--- src/rtl/pdm_decimator.sv ---
// pdm_decimator: boxcar PDM-to-PCM decimator with a valid/ready sample output.
// Define PDM_DECIM_SIGNED_EN for samples offset by DECIM/2 (signed, silence reads 0).
module pdm_decimator #(
  parameter int unsigned DECIM = 128,
  parameter int unsigned OUT_W = 8
) (
  input  logic             clk_i,
  input  logic             rst_i,
  input  logic             en_i,
  input  logic             m_clk_i,
  input  logic             m_data_i,
  output logic [OUT_W-1:0] sample_o,
  output logic             valid_o,
  input  logic             ready_i,
  output logic             overrun_o
);

  localparam int unsigned   CW   = $clog2(DECIM);
  localparam logic [CW-1:0] LAST = CW'(DECIM - 1);

  logic             r_sync1;
  logic             r_d_s;
  logic             r_mclk_q;
  logic [CW-1:0]    r_bit_cnt;
  logic [CW:0]      r_acc;
  logic [OUT_W-1:0] r_sample;
  logic             r_valid;
  logic             r_overrun;

  logic             w_rise;
  logic             w_done;
  logic             w_load;
  logic [CW:0]      w_sum;
  logic [OUT_W-1:0] w_sum_ext;
  logic [OUT_W-1:0] w_fmt;

  always_ff @(posedge clk_i or negedge rst_i) begin
    if (!rst_i) begin
      r_sync1  <= 1'b0;
      r_d_s    <= 1'b0;
      r_mclk_q <= 1'b0;
    end else begin
      r_sync1  <= m_data_i;
      r_d_s    <= r_sync1;
      r_mclk_q <= m_clk_i;
    end
  end

  assign w_rise = m_clk_i & ~r_mclk_q;
  assign w_sum  = r_acc + {{CW{1'b0}}, r_d_s};
  assign w_done = w_rise & en_i & (r_bit_cnt == LAST);
  // A full window is accepted if the slot is free or being drained this cycle.
  assign w_load = w_done & (~r_valid | ready_i);

  always_comb begin
    w_sum_ext        = '0;
    w_sum_ext[CW:0]  = w_sum;
  end

`ifdef PDM_DECIM_SIGNED_EN
  assign w_fmt = w_sum_ext - OUT_W'(DECIM / 2);
`else
  assign w_fmt = w_sum_ext;
`endif

  always_ff @(posedge clk_i or negedge rst_i) begin
    if (!rst_i) begin
      r_bit_cnt <= '0;
      r_acc     <= '0;
    end else if (!en_i) begin
      r_bit_cnt <= '0;
      r_acc     <= '0;
    end else if (w_rise) begin
      if (w_done) begin
        r_bit_cnt <= '0;
        r_acc     <= '0;
      end else begin
        r_bit_cnt <= r_bit_cnt + CW'(1);
        r_acc     <= w_sum;
      end
    end
  end

  always_ff @(posedge clk_i or negedge rst_i) begin
    if (!rst_i) begin
      r_sample  <= '0;
      r_valid   <= 1'b0;
      r_overrun <= 1'b0;
    end else begin
      if (w_load) begin
        r_sample <= w_fmt;
        r_valid  <= 1'b1;
      end else if (ready_i) begin
        r_valid  <= 1'b0;
      end
      if (w_done && !w_load) begin
        r_overrun <= 1'b1;
      end
    end
  end

  assign sample_o  = r_sample;
  assign valid_o   = r_valid;
  assign overrun_o = r_overrun;

endmodule
--- config.mk ---
export PLATFORM = sky130hd
export DESIGN_NAME = pdm_decimator
export DESIGN_NICKNAME = d
export VERILOG_FILES = /design/src/rtl/pdm_decimator.sv
export SDC_FILE = /design/constraint.sdc
export NUM_CORES = 1
export LEC_CHECK = 0
export BUFFER_PORTS_ARGS = -buffer_cell sky130_fd_sc_hd__buf_2
export CAP_MARGIN = 5
export CORE_MARGIN = 2
export CORE_UTILIZATION = 60
export CTS_CLUSTER_SIZE = 30
export DETAILED_ROUTE_END_ITERATION = 12
export HOLD_SLACK_MARGIN = 0.12
export PLACE_DENSITY = 0.88
export SYNTH_ARGS = -nofsm -noshare
export SYNTH_HDL_FRONTEND = slang
export SYNTH_SLANG_ARGS = --single-unit
--- constraint.sdc ---
create_clock -name clk_i -period 5.5 [get_ports clk_i]
set_clock_uncertainty 0.2 [all_clocks]
set_input_delay 0.275 -clock clk_i [delete_from_list [all_inputs] [get_ports clk_i]]
set_output_delay 0.275 -clock clk_i [all_outputs]
set_load 0.05 [all_outputs]
==> summary.md <==
| Metric | Value |
|---|---|
| Status | `finished clean` |
| Worst slew pin tran | `1280 ps` |
| Final core area utilization | `0.744` |
| Detailed-route via count | `876` |
| Fill cells | `125` |
| Pin count of the biggest net entering global routing | `29` |
| CTS HTree Levels | `1` |
| Grt met3 use | `0.0327` |
| Area growth from synthesis to layout | `15.3%` |
| CP required | `5560 ps` |
| PwrDens | `245 nW/um^2` |
| RD Place Congestion | `0.798` |
| GR Util met1 | `0.261` |
| Post-Syn Area | `1280 um^2` |
| Row count | `16` |
| CTS Buf Count | `3` |
| Seq/Total Area, Yosys | `0.548` |
| Critical Path Start Type | `input pin` |
| Crit-path cells | `dlygate4sd3_1, buf_2, nand3b_1, a31oi_1, o21ai_0, a31oi_1` |
| Hold crit path type | `register to register` |
| Worst stage delay on the critical path | `960 ps` |
| Top-area cell type share of the netlist area | `0.548` |
| Die height | `50.2 um` |
| #FFs+latches synth | `28` |
| Clock Path Buffers | `2` |
| Number of global-route vias before repair | `859` |
| Die width | `50.2 um` |
| Synth Net Count | `117` |
| Slew Viols, Final | `0` |
| Core box area | `1980 um^2` |
| Share of cells above drive strength 1 | `0.248` |
| Worst-Skew Late Latency | `330 ps` |
| DRT Wirelength | `2240 um` |
| Post-CTS setup buffer count | `0` |
| Critical path class | `input pin to register` |
| Grt ovf | `0` |
| Yosys cell types | `33` |
| Area leader, netlist | `dfrtp_1` |
| Starting DRC count in detailed routing | `12` |
| Final period util | `0.444` |
| Nets@finish | `139` |
| F_max | `0.409 GHz` |
| Commonest non-fill, non-tap cell in the layout | `dfrtp_1` |
| Number of hold violations in the final report | `0` |
| Tot GR Track Use | `0.204` |
| Mapped Cells | `108` |
| Worst path most repeated cell | `a31oi_1` |
| Ant. Diodes | `0` |
| Worst slack, placed | `3270 ps` |
| Initial antenna violation count | `0` |
| Synth warn | `0` |
| CP max-delay cell | `a31oi_1` |
| Area contributors post-synth | `dfrtp_1, mux2_2, a31oi_1` |
| Grt met2 use | `0.342` |
| Crit Path Max Fanout | `16` |
| Max_cap viols | `0` |
| Normalized max-slew margin | `0.145` |
| Tmin final | `2440 ps` |
| CTS tree | `yes` |
| DRC | `0` |
| IO Pins | `16` |
| First-pass DRT Iterations | `4` |
| Worst hold slack | `174 ps` |
| Setup TNS | `0 ps` |
| Routed Antenna Nets | `0` |
| Busiest metal layer after global routing | `met2` |
| Critical path arrival | `2500 ps` |
| HPWL Detailed | `1590 um` |
| Mapped Avg Cell Area | `11.8 um^2` |
| Worst Setup End Kind | `register` |
| Setup slack after layout | `3060 ps` |
| Via-per-instance ratio | `5.62` |
| Die ar. | `2520 um^2` |
| IO Port Bufs | `15` |
| RSZ-0062 raised after global routing | `false` |
| Clk sinks | `28` |
| Setup violations, final | `0` |
| WL/cell | `14.4 um` |
| Clk root buf | `clkbuf_4` |
| Worst vdd ir | `0.000184 V` |
| Initial core utilization | `0.645` |
| First-pass GRT wire length | `3870 um` |
| P_leak | `0.722 nW` |
| Leading cell types in the layout, fill and taps excluded | `dfrtp_1, buf_2, mux2_2, nand2_1, a31oi_1` |
| Clock-pin slew on the worst setup and hold paths | `140 ps` |
where the power goes:
part / internal, mW / leakage (nW) / total, mW / switching [mW]
clock: 0.0737 / 0.0279 / 0.133 / 0.0590
sequential: 0.208 / 0.378 / 0.210 / 0.00158
combinational: 0.00757 / 0.317 / 0.0190 / 0.0114
total: 0.290 / 0.722 / 0.362 / 0.0720
flip-flops by register name, indices dropped and copies added, names as in the netlist:
register and count:
r_acc 8, r_bit_cnt 7, r_mclk_q 1, overrun_o 1, r_d_s 1, r_sync1 1, valid_o 1, sample_o 8
what timing repair did:
action,in CTS,in global routing
endpoints found under the hold margin,36,0
gates resized for setup,0,0
hold buffers,5,0
cell families (layout without fill, tap and decap cells):
family	Yosys count	count (layout)	share of synthesized area
AOI/OAI and AO/OA	23	23	0.124
xor gates and xnor gates	8	8	0.0548
adders and majority gates	3	3	0.0294
buffers and inverters	7	28	0.0245
DFF	28	28	0.548
muxes	10	10	0.0871
and+or+nand+nor	29	29	0.132
layer usage:
layer / vias up / share of wire
met1: 425 / 0.46
met2: 16 / 0.48
met4: 0 / 0.020
li1: 431 / -
met3: 4 / 0.034
met5: - / 0
synth_stat cells:
library cell / number
buf_2: 1
or3_2: 1
and3_1: 1
and4_2: 1
a21oi_4: 1
nor2b_1: 1
and4_1: 1
xor2_1: 3
nand4_1: 1
nand2b_1: 3
nor3_1: 1
buf_4: 1
o31ai_1: 1
a21oi_1: 4
a22o_1: 4
nand2_1: 8
nand3_1: 3
a21boi_0: 1
or3_1: 1
a41oi_1: 1
a31oi_1: 7
o21ai_0: 4
dfrtp_1: 28
mux2_2: 9
buf_1: 1
or4_4: 1
nand3b_1: 2
nor2_1: 1
xnor2_1: 5
and2_1: 3
ha_1: 3
inv_1: 4
mux2i_1: 1
critical path, delay by kind of cell:
family	cells	cell delay, ps
AO/OA/AOI/OAI	3	1400
buffers and inverters	2	680
AND/OR/NAND/NOR	1	160
path summary, 6_finish.rpt:
check	cells past startpoint	end	startpoint	slack, ps
worst max-delay path	6	r_acc[6]	en_i	3060
worst min-delay path	0	r_d_s	r_sync1	170
worst max register to register	4	r_acc[6]	r_bit_cnt[4]	3170
worst min register to register	0	r_d_s	r_sync1	170
max in group asynchronous	2	r_acc[1]	rst_i	4440
min in group asynchronous	2	valid_o	rst_i	260
final cells by class:
cell class / count / area [um^2] / share of cell area
flip-flops and latches: 28 / 701 / 0.475
multi-input cells: 73 / 547 / 0.371
repair buffers: 20 / 125 / 0.0849
well taps: 27 / 33.8 / 0.0229
clock inverters: 1 / 30.0 / 0.0204
clock buffers: 3 / 22.5 / 0.0153
inverters: 4 / 15.0 / 0.0102
metrics by stage:
step / power [mW] / std cells / instance area [um^2]
3_5_place_dp: 0.230 / 147 / 1370
2_1_floorplan: 0.222 / 108 / 1280
5_1_grt: 0.378 / 156 / 1470
6_report: 0.362 / 156 / 1470
4_1_cts: 0.365 / 156 / 1470
3_3_place_gp: 0.229 / 147 / 1370
(Power assumes the default switching activity.)
